## config.mk

```make
export PLATFORM = sky130hd
export DESIGN_NAME = seven_segment_bus_writer_flat
export DESIGN_NICKNAME = d
export VERILOG_FILES = /design/src/rtl/seven_segment_bus_writer_if.sv /design/src/rtl/seven_segment_bus_writer.sv /design/src/flat_wrapper.sv
export SDC_FILE = /design/constraint.sdc
export NUM_CORES = 1
export LEC_CHECK = 0
export BUFFER_PORTS_ARGS = -buffer_cell sky130_fd_sc_hd__buf_2
export CORE_MARGIN = 4
export CORE_UTILIZATION = 30
export DETAILED_ROUTE_END_ITERATION = 8
export GPL_TIMING_DRIVEN = 0
export PLACE_DENSITY = 0.62
export SYNTH_ARGS = -nofsm -noshare
export SYNTH_HDL_FRONTEND = slang
export SYNTH_SLANG_ARGS = --single-unit
```

## constraint.sdc

```tcl
create_clock -name clock -period 3.9 [get_ports clock]
set_input_delay 0 -clock clock [delete_from_list [all_inputs] [get_ports clock]]
set_output_delay 0 -clock clock [all_outputs]
set_load 0.03 [all_outputs]
```

## src/rtl/seven_segment_bus_writer_if.sv

```systemverilog
// Shared-bus signal bundle seen by the seven-segment bus writer.
//
// The master modport is the writer's view: it drives the request and all
// transaction outputs, and it observes the arbiter grant plus the slave's
// stall and error lines. The slave modport is the mirror view, used by
// whatever sits on the far side (arbiter/peripheral or a testbench).
//
// Signals:
//   requestTransaction   master -> arbiter   bus request
//   transactionGranted   arbiter -> master   grant
//   beginTransactionOut  master -> slave     address phase strobe
//   addressDataOut       master -> slave     address or write data, 0 when idle
//   readNotWriteOut      master -> slave     always 0 (write only)
//   byteEnablesOut       master -> slave     4'hF during the begin cycle
//   burstSizeOut         master -> slave     always 0 (single word)
//   dataValidOut         master -> slave     write data valid
//   endTransactionOut    master -> slave     end-of-transaction strobe
//   busyIn               slave -> master     stall, holds the data phase
//   busErrorIn           slave -> master     transaction error
interface seven_segment_bus_writer_if;
  logic        requestTransaction;
  logic        transactionGranted;
  logic        beginTransactionOut;
  logic [31:0] addressDataOut;
  logic        readNotWriteOut;
  logic [3:0]  byteEnablesOut;
  logic [7:0]  burstSizeOut;
  logic        dataValidOut;
  logic        endTransactionOut;
  logic        busyIn;
  logic        busErrorIn;

  modport master (
    output requestTransaction,
    output beginTransactionOut,
    output addressDataOut,
    output readNotWriteOut,
    output byteEnablesOut,
    output burstSizeOut,
    output dataValidOut,
    output endTransactionOut,
    input  transactionGranted,
    input  busyIn,
    input  busErrorIn
  );

  modport slave (
    input  requestTransaction,
    input  beginTransactionOut,
    input  addressDataOut,
    input  readNotWriteOut,
    input  byteEnablesOut,
    input  burstSizeOut,
    input  dataValidOut,
    input  endTransactionOut,
    output transactionGranted,
    output busyIn,
    output busErrorIn
  );
endinterface

```

## src/rtl/seven_segment_bus_writer.sv

```systemverilog
// Bus master that pushes a 16-bit hex value onto the seven-segment display.
//
// Each update becomes four single-word writes, digit i going to
// segmentBaseAddress + 4*i with data {24'd0, dp, segments}. Updates that
// arrive while a sequence is running are coalesced into one pending slot,
// so the display always ends up showing the most recent value.
//
// Ports:
//   clock        system clock
//   reset        synchronous active-high reset
//   updateValid  one-cycle strobe accepting updateValue/dpMask
//   updateValue  hex value, digit i shows updateValue[15-4i:12-4i]
//   dpMask       bit i lights the decimal point of digit i
//   busyOut      sequence running or update pending
//   errorFlag    sticky bus error, cleared by reset or a new update
//   bus          master side of the shared bus (request/grant + transaction)
module seven_segment_bus_writer #(
  parameter logic [31:0] segmentBaseAddress = 32'h50000080
) (
  input  logic        clock,
  input  logic        reset,
  input  logic        updateValid,
  input  logic [15:0] updateValue,
  input  logic [3:0]  dpMask,
  output logic        busyOut,
  output logic        errorFlag,
  seven_segment_bus_writer_if.master bus
);

  typedef enum logic [2:0] {
    StIdle, StRequest, StBegin, StData, StEnd, StNext
  } WriterState;

  WriterState  state, nextState;
  logic [1:0]  digit, nextDigit;
  logic        abortFlag, nextAbort;
  logic [15:0] workValue, nextWorkValue, pendValue, nextPendValue;
  logic [3:0]  workMask, nextWorkMask, pendMask, nextPendMask;
  logic        pendingFlag, nextPending;
  logic        nextError, nextBusy;

  logic        reqReg, beginReg, dataValidReg, endReg;
  logic [31:0] addrDataReg;
  logic [3:0]  byteEnReg;
  logic        nextReq, nextBegin, nextDataValid, nextEnd;
  logic [31:0] nextAddrData;
  logic [3:0]  nextByteEn;

  function automatic logic [6:0] segmentPattern(input logic [3:0] nibble);
    case (nibble)
      4'h0: segmentPattern = 7'h3F;
      4'h1: segmentPattern = 7'h06;
      4'h2: segmentPattern = 7'h5B;
      4'h3: segmentPattern = 7'h4F;
      4'h4: segmentPattern = 7'h66;
      4'h5: segmentPattern = 7'h6D;
      4'h6: segmentPattern = 7'h7D;
      4'h7: segmentPattern = 7'h07;
      4'h8: segmentPattern = 7'h7F;
      4'h9: segmentPattern = 7'h6F;
      4'hA: segmentPattern = 7'h77;
      4'hB: segmentPattern = 7'h7C;
      4'hC: segmentPattern = 7'h39;
      4'hD: segmentPattern = 7'h5E;
      4'hE: segmentPattern = 7'h79;
      default: segmentPattern = 7'h71;
    endcase
  endfunction

  // Digit 0 is the most significant nibble but uses dpMask bit 0.
  function automatic logic [31:0] dataWord(input logic [15:0] value,
                                           input logic [3:0] mask,
                                           input logic [1:0] idx);
    logic [3:0] nibble;
    case (idx)
      2'd0: nibble = value[15:12];
      2'd1: nibble = value[11:8];
      2'd2: nibble = value[7:4];
      default: nibble = value[3:0];
    endcase
    dataWord = {24'd0, mask[idx], segmentPattern(nibble)};
  endfunction

  // Next-state logic, plus the value of every output for the next cycle.
  // Outputs are decoded from the next state so that they can be registered
  // and still line up with the state the FSM is actually in.
  always_comb begin
    nextState     = state;
    nextDigit     = digit;
    nextAbort     = abortFlag;
    nextWorkValue = workValue;
    nextWorkMask  = workMask;
    nextPendValue = pendValue;
    nextPendMask  = pendMask;
    nextPending   = pendingFlag;
    nextError     = errorFlag;

    if (updateValid) begin
      nextError = 1'b0;
    end

    case (state)
      StIdle: begin
        // A fresh strobe is newer than anything in the pending slot.
        if (updateValid) begin
          nextWorkValue = updateValue;
          nextWorkMask  = dpMask;
        end else if (pendingFlag) begin
          nextWorkValue = pendValue;
          nextWorkMask  = pendMask;
        end
        if (updateValid || pendingFlag) begin
          nextPending = 1'b0;
          nextDigit   = 2'd0;
          nextAbort   = 1'b0;
          nextState   = StRequest;
        end
      end
      StRequest: begin
        if (bus.transactionGranted) begin
          nextState = StBegin;
        end
      end
      StBegin: begin
        if (bus.busErrorIn) begin
          nextError = 1'b1;
          nextAbort = 1'b1;
          nextState = StEnd;
        end else begin
          nextState = StData;
        end
      end
      StData: begin
        if (bus.busErrorIn) begin
          nextError = 1'b1;
          nextAbort = 1'b1;
          nextState = StEnd;
        end else if (!bus.busyIn) begin
          nextState = StEnd;
        end
      end
      StEnd: begin
        nextState = StNext;
      end
      StNext: begin
        if (digit == 2'd3 || abortFlag) begin
          nextState = StIdle;
        end else begin
          nextDigit = digit + 2'd1;
          nextState = StBegin;
        end
      end
      default: begin
        nextState = StIdle;
      end
    endcase

    if (state != StIdle && updateValid) begin
      nextPendValue = updateValue;
      nextPendMask  = dpMask;
      nextPending   = 1'b1;
    end

    nextReq       = 1'b0;
    nextBegin     = 1'b0;
    nextDataValid = 1'b0;
    nextEnd       = 1'b0;
    nextAddrData  = 32'd0;
    nextByteEn    = 4'd0;

    // The grant is held from REQUEST through the final END; the closing
    // NEXT cycle already releases it.
    case (nextState)
      StRequest: nextReq = 1'b1;
      StBegin: begin
        nextReq      = 1'b1;
        nextBegin    = 1'b1;
        nextAddrData = segmentBaseAddress + {28'd0, nextDigit, 2'b00};
        nextByteEn   = 4'hF;
      end
      StData: begin
        nextReq       = 1'b1;
        nextDataValid = 1'b1;
        nextAddrData  = dataWord(nextWorkValue, nextWorkMask, nextDigit);
      end
      StEnd: begin
        nextReq = 1'b1;
        nextEnd = 1'b1;
      end
      StNext: nextReq = (nextDigit != 2'd3) && !nextAbort;
      default: nextReq = 1'b0;
    endcase

    nextBusy = (nextState != StIdle) || nextPending;
  end

  // State and output registers; reset clears everything including the
  // pending slot and the sticky error.
  always_ff @(posedge clock) begin
    if (reset) begin
      state        <= StIdle;
      digit        <= 2'd0;
      abortFlag    <= 1'b0;
      workValue    <= 16'd0;
      workMask     <= 4'd0;
      pendValue    <= 16'd0;
      pendMask     <= 4'd0;
      pendingFlag  <= 1'b0;
      errorFlag    <= 1'b0;
      busyOut      <= 1'b0;
      reqReg       <= 1'b0;
      beginReg     <= 1'b0;
      dataValidReg <= 1'b0;
      endReg       <= 1'b0;
      addrDataReg  <= 32'd0;
      byteEnReg    <= 4'd0;
    end else begin
      state        <= nextState;
      digit        <= nextDigit;
      abortFlag    <= nextAbort;
      workValue    <= nextWorkValue;
      workMask     <= nextWorkMask;
      pendValue    <= nextPendValue;
      pendMask     <= nextPendMask;
      pendingFlag  <= nextPending;
      errorFlag    <= nextError;
      busyOut      <= nextBusy;
      reqReg       <= nextReq;
      beginReg     <= nextBegin;
      dataValidReg <= nextDataValid;
      endReg       <= nextEnd;
      addrDataReg  <= nextAddrData;
      byteEnReg    <= nextByteEn;
    end
  end

  assign bus.requestTransaction  = reqReg;
  assign bus.beginTransactionOut = beginReg;
  assign bus.addressDataOut      = addrDataReg;
  assign bus.readNotWriteOut     = 1'b0;
  assign bus.byteEnablesOut      = byteEnReg;
  assign bus.burstSizeOut        = 8'd0;
  assign bus.dataValidOut        = dataValidReg;
  assign bus.endTransactionOut   = endReg;

endmodule

```

## src/flat_wrapper.sv

```systemverilog
// flat-port wrapper written by rule: the top's interface ports become plain ports
module seven_segment_bus_writer_flat 
#(
  parameter logic [31:0] segmentBaseAddress = 32'h50000080
)
  (clock, reset, updateValid, updateValue, dpMask, busyOut, errorFlag, bus_requestTransaction, bus_beginTransactionOut, bus_addressDataOut, bus_readNotWriteOut, bus_byteEnablesOut, bus_burstSizeOut, bus_dataValidOut, bus_endTransactionOut, bus_transactionGranted, bus_busyIn, bus_busErrorIn);
  seven_segment_bus_writer_if bus_i ();
  input  logic clock;
  input  logic reset;
  input  logic updateValid;
  input  logic [15:0] updateValue;
  input  logic [3:0] dpMask;
  output logic busyOut;
  output logic errorFlag;
  output wire logic [$bits(bus_i.requestTransaction)-1:0] bus_requestTransaction;
  output wire logic [$bits(bus_i.beginTransactionOut)-1:0] bus_beginTransactionOut;
  output wire logic [$bits(bus_i.addressDataOut)-1:0] bus_addressDataOut;
  output wire logic [$bits(bus_i.readNotWriteOut)-1:0] bus_readNotWriteOut;
  output wire logic [$bits(bus_i.byteEnablesOut)-1:0] bus_byteEnablesOut;
  output wire logic [$bits(bus_i.burstSizeOut)-1:0] bus_burstSizeOut;
  output wire logic [$bits(bus_i.dataValidOut)-1:0] bus_dataValidOut;
  output wire logic [$bits(bus_i.endTransactionOut)-1:0] bus_endTransactionOut;
  input wire logic [$bits(bus_i.transactionGranted)-1:0] bus_transactionGranted;
  input wire logic [$bits(bus_i.busyIn)-1:0] bus_busyIn;
  input wire logic [$bits(bus_i.busErrorIn)-1:0] bus_busErrorIn;
  assign bus_requestTransaction = bus_i.requestTransaction;
  assign bus_beginTransactionOut = bus_i.beginTransactionOut;
  assign bus_addressDataOut = bus_i.addressDataOut;
  assign bus_readNotWriteOut = bus_i.readNotWriteOut;
  assign bus_byteEnablesOut = bus_i.byteEnablesOut;
  assign bus_burstSizeOut = bus_i.burstSizeOut;
  assign bus_dataValidOut = bus_i.dataValidOut;
  assign bus_endTransactionOut = bus_i.endTransactionOut;
  assign bus_i.transactionGranted = bus_transactionGranted;
  assign bus_i.busyIn = bus_busyIn;
  assign bus_i.busErrorIn = bus_busErrorIn;
  seven_segment_bus_writer #(.segmentBaseAddress(segmentBaseAddress)) u_core (.clock(clock), .reset(reset), .updateValid(updateValid), .updateValue(updateValue), .dpMask(dpMask), .busyOut(busyOut), .errorFlag(errorFlag), .bus(bus_i));
endmodule
```

# Yosys cells after proc, flatten, opt, wreduce, memory -nomap -nowiden
# Memories as Yosys holds them, arrays and structs flattened.
# Index checks and enable logic that the tools add are counted.
[word_totals]
romBits = 112
output_inout_bits = 51
latchBits = 0
ramBits = 0
ff_bits = 89
memories = 1
inputBits = 26
[op_classes]
magnitude_cmp = 1
n_addsub = 2
mux = 35
div_mod_pow = 0
mul = 0
eq_ne = 14
shift = 0
bitwise = 0
reduce_logical = 12
[memory_table]
columns = ["memory", "depth", "width", "read_ports", "rd_ports_with_merged_regs", "write_ports", "line", "rtl"]
rows = [
  ["(no name shown)", 16, 7, 1, 0, 0, "seven_segment_bus_writer.sv:50", "case (nibble)"],
]
[ops]
columns = ["op", "count"]
rows = [
  ["one-hot mux 32 bit (2 select lines)", 1],
  ["two-way mux 16 bit", 3],
  ["adder 31 x 4 -> 32 bit, first input constant", 1],
  ["two-way mux 4 bit", 5],
  ["one-hot mux 3 bit (6 select lines)", 1],
  ["two-way mux 3 bit", 5],
  ["== test 3 x 2 -> 1 bit, second input constant", 4],
  ["== test 3 bit, second input constant", 4],
  ["two-way mux 1 bit", 12],
  ["one-hot mux 4 bit (3 select lines)", 1],
  ["== test 3 x 1 -> 1 bit, second input constant", 2],
  ["two-way mux 2 bit", 3],
  ["nonzero test 3 bit", 2],
  ["== test 2 bit, second input constant", 2],
  ["one-hot mux 1 bit (2 select lines)", 2],
  ["one-hot mux 2 bit (2 select lines)", 1],
  ["OR reduction 4 bit", 1],
  ["zero test 3 bit", 1],
  ["logical OR 1 bit", 3],
  ["less-than comparator 2 x 3 -> 1 bit, second input constant", 1],
  ["adder 2 x 1 -> 2 bit, second input constant", 1],
  ["binary-select mux 1 bit (select 2 bit)", 1],
  ["== test 2 x 1 -> 1 bit, second input constant", 1],
  ["logical AND 1 bit", 2],
  ["other kinds (4)", 4],
]

# Longest topological paths before layout
# An unclocked memory read counts as a cell.
[logic_depth]
depth_word = 9
mapped_depth = 12
depth_no_buf = 11

# Worst setup path before layout
# No wires, ideal clock.
[synth_timing]
path_type = "register to register"
from = "reg u_core.digit[1]"
to = "reg u_core.addrDataReg[6] (netlist: u_core.bus.addressDataOut[6])"
path_buffers = 0
path_stages_with_launch = 11
setup_time_ns = 0.095
path_slack_ns = 0.899
period_less_slack_ns = 3.001
t_arrival_ns = 2.905
required_time_ns = 3.805
path_cell_list = "dfxtp_1 > ha_1 > or4b_1 > or3_4 > a21oi_4 > mux2i_1 > inv_1 > ha_1 > inv_1 > mux2i_1 > a221oi_1"
[synth_via]
elab_chain_len = 9
elab_cells_between_ends = 18
cone_classes = "add/sub (2); eq/ne (5); mux (8); reduce/logical (2); memory (1)"
[synth_rtl]
columns = ["element", "line", "rtl"]
rows = [
  ["from (decl)", "seven_segment_bus_writer.sv:35", "logic [1:0] digit, nextDigit;"],
  ["from (signal assigned)", "seven_segment_bus_writer.sv:219", "digit <= nextDigit;"],
  ["parallel branches: the longest is 8 deep, another holds memory read (16 x 7 bit)", "--", ""],
  ["one-hot mux 32 bit (2 select lines) (*)", "seven_segment_bus_writer.sv:173", "case (nextState)"],
  ["to (signal assigned)", "seven_segment_bus_writer.sv:232", "addrDataReg <= nextAddrData;"],
  ["to (decl)", "seven_segment_bus_writer.sv:43", "logic [31:0] addrDataReg;"],
]
# Every way passes the cells marked *. The select of a mux whose other input is x is not followed.
# A chain may end at the register's enable or synchronous reset.

# Final worst setup path
[layout_timing]
from = "reg u_core.digit[1]"
to = "reg u_core.addrDataReg[3] (netlist: u_core.bus.addressDataOut[3])"
# The elaborated chain is that of the path after synthesis.

==> results_dict.tcl <==
set metrics [dict create \
    place_worst_setup_slack_ns 0.439 \
    grt.total_usage_pct 12.5 \
    multiInputGateArea_sq_um 1670 \
    power.sequential.fraction_pct 42.9 \
    grt.overflow.total 0 \
    initial_core_util_pct 30.8 \
    numCtsBuffers 9 \
    grt.met3_usage_pct 4.09 \
    dr_iter_0_viols 131 \
    power_switching_share_pct 33.0 \
    cp_delay_by_family_top "simple AND/OR/NAND/NOR gates" \
    drc 0 \
    count_of_cell_types_in_the_netlist 47 \
    power.static_leakage_nw 1.84 \
    setup.worst_path.class "reg2reg" \
    timing.clock.skew_ns 0.00785 \
    period_minus_slack_ns 3.51 \
    max_freq_mhz 285 \
    synth_largest_type_area_fraction_pct 39.0 \
    gp_congestion 0.812 \
    die_height_microns 111 \
    max_stage_delay_ns 0.57 \
    number_of_antenna_violations_at_the_first_check_in_global_routing 0 \
    htree_num_levels 3 \
    power_report.internal_total_mw 1.11 \
    routed_via_density 4.38 \
    grt.busiest_layer "met2" \
    timing.final.max_slew_violations 0 \
    finalNonFillerCells 623 \
    commonest_cells_after_routing_fill_and_taps_aside "62 x dfxtp_1, 52 x nand2_1, 46 x buf_2" \
    synth_ff_type "dfxtp_1" \
    core_area_sq_um 10300 \
    maxCapViolations 0 \
    first_global_vias 2596 \
    finalCritPeriodShare_pct 89.9 \
    crit_path_launch_type "flop" \
    most_common_library_cell_in_the_layout_ignoring_fill_and_taps "dfxtp_1" \
    place.port_buffers 44 \
    cells_after_synthesis 376 \
    maxSlewHeadroom_pct 42.7 \
    cp.buffers_inverters 1 \
    dieWidth_microns 111 \
    n_fill_cell 1044 \
    total_via_count_after_detailed_routing 2728 \
    dp.cells 586 \
    fraction_of_layout_instances_using_a_drive_strength_above_1_pct 22.8 \
    critical_path_required_ns 4.16 \
    share_comb_of_total_power_pct 25.8 \
    worst_slack_ns 0.393 \
    power-per-cell-area_nw_per_um2 407 \
    totalNegativeSetupSlack_ns 0 \
    power.clock.fraction_pct 31.3 \
    path_clk_slew_ns 0.07 \
    path_max_fanout 9 \
    synth-seq-cells 62 \
    pin_count 77 \
    hpwlAfterDp_microns 5690 \
    maximum_number_of_pins_on_one_net_before_global_route_repair 12 \
    register_area_sq_um 1240 \
    timing.final.setup_violations 0 \
    detail_route.wl_per_cell_microns 12.1 \
    hold_class "in2reg" \
    tightest_pin_transition_ns 0.838 \
    clk_latency_ns 0.34 \
    antennaDiodeCount 0 \
    outcome "finished clean" \
    synth.top_cells.by_area "dfxtp_1 39%, mux2i_1 9.4%, buf_4 8.7%" \
    netlist_area_sq_um 3180 \
    wl_microns 7570 \
    clock_tree_from_tritoncts "done" \
    nNetsFinal 516 \
    synth_enable_flop_cells 0 \
    cts-root-to-sink-buffers 2 \
    crit_path_end_kind "flop" \
    row_count 37 \
    globalRouteMet1Util_pct 16.6 \
    netSwitchingPower_uw 549 \
    synth-async-reset-ratio_pct 0 \
    grt_setup_unrepaired "false" \
    syn-mean-instance-area_sq_um 8.47 \
    worst-endpoint-arrival_ns 3.76 \
    crit_path_cell_trace "ha_1 -> or4b_1 -> or3_4 -> a21oi_4 -> mux2i_1 -> inv_1 -> ha_1 -> mux2i_1 -> mux2i_1 -> o2bb2ai_1" \
    clock-root-buffer "clkbuf_8" \
    slowest_stage_cell_crit_path "or4b_1" \
    postRouteAntennaNets 0 \
    synth_warnings 0 \
    yosysSeqAreaShare_pct 39.0 \
    grt_first_pass_wirelength_microns 12600 \
    m2_gr_usage_pct 19.1 \
    cts_setup_buffers 0 \
    drtPass1Iterations 5 \
    timing.critical_path.mode_cell "mux2i_1" \
    synth_top_cell_by_area "dfxtp_1" \
    ir_worst_vdd_mv 0.249 \
    cts_num_sinks 62 \
    dieArea_sq_um 12300 \
    layout-area-overhead-vs-synth_pct 28.4 \
    final_count_of_hold_timing_violations 0 \
]
-- registers in the layout, summed over array words and instances, names as in the netlist, 2 cells and up --
register / flops
u_core.digit: 2
u_core.workMask: 4
u_core.pendMask: 4
u_core.workValue: 16
u_core.bus.addressDataOut: 9
u_core.pendValue: 16
u_core.state: 3
-- synth_stat cells, types with 2 or more instances --
cell       number
o2bb2ai_1       3
nand2b_1        9
and3_1          2
mux2_2          3
a211oi_1       15
nand2_1        52
a21oi_1        32
buf_4          37
inv_1          10
nor2b_1         5
mux2i_1        30
a31o_2          3
nor2_1         32
o21ai_1         3
nand3_1         2
nor3_1         11
clkbuf_1       18
nand3b_1        2
ha_1            8
a32oi_1         2
and2_1          3
o21ai_0         6
buf_2           2
dfxtp_1        62
a221oi_1        2
-- cells by family after synthesis --
group,Yosys count,synth area share [%]
other,1,0.118
buffers and inverters,67,12.3
adders and majority gates,8,3.14
muxes,33,10.5
AOI/OAI and AO/OA,78,16.0
and+or+nand+nor,127,18.9
DFF,62,39.0
-- through the flow --
stage	util, %	cell area [sq um]	power (mW)	hold WS, ns
3_5_place_dp	35.7	3690	1.14	0.244
5_1_grt	39.6	4090	1.76	0.00329
2_1_floorplan	-	3300	1.04	0.0873
3_3_place_gp	35.7	3690	1.13	0.244
4_1_cts	39.5	4080	1.68	0.00176
6_report	39.6	4090	1.66	0.000475
-- tightest hold or removal path: stages --
cell and delay, ns:
buf_2 0.11, nand3_1 0.12, a21oi_1 0.07
-- worst paths after layout --
| kind | startpoint | to | slack [ns] | cells past startpoint |
|---|---|---|---|---|
| worst max-delay path | u_core.digit[1]$_SDFF_PP0_ | u_core.bus.addressDataOut[3]$_SDFF_PP0_ | 0.39 | 10 |
| worst min-delay path | bus_busErrorIn | u_core.abortFlag$_SDFF_PP0_ | 0.0005 | 3 |
| worst max register to register | u_core.digit[1]$_SDFF_PP0_ | u_core.bus.addressDataOut[3]$_SDFF_PP0_ | 0.39 | 10 |
| worst min register to register | u_core.pendValue[14]$_SDFFE_PP0P_ | u_core.pendValue[14]$_SDFFE_PP0P_ | 0.45 | 2 |
-- per-layer routing --
metal | up-vias | part of all wire [%]
met4 | 0 | 1.3
li1 | 1445 | -
met5 | - | 0
met2 | 69 | 44
met3 | 9 | 6.3
met1 | 1205 | 48
-- power groups by stage --
stage,Clock [mW],Sequential [mW],Combinational (mW)
after detailed placement,0,0.727,0.410
after CTS,0.536,0.713,0.428
after floorplan,0,0.739,0.300
final,0.520,0.713,0.429
after global placement,0,0.725,0.401
after global routing,0.568,0.719,0.473
-- layout make-up --
| cell class | count | area share [%] |
|---|---|---|
| Tap cell | 136 | 4.16 |
| Multi-Input combinational cell | 277 | 40.8 |
| Timing Repair Buffer | 65 | 10.5 |
| Sequential cell | 62 | 30.4 |
| Buffer | 57 | 8.69 |
| Clock buffer | 11 | 3.70 |
| Clock inverter | 5 | 0.826 |
| Inverter | 10 | 0.918 |
-- repair_timing --
action / in CTS / in global routing
hold endpoints to repair: 23 / 0
hold buffers: 21 / 0
gates resized for setup: 0 / 1
setup endpoints to repair: 0 / 2
Power figures use the tool's default switching activity.
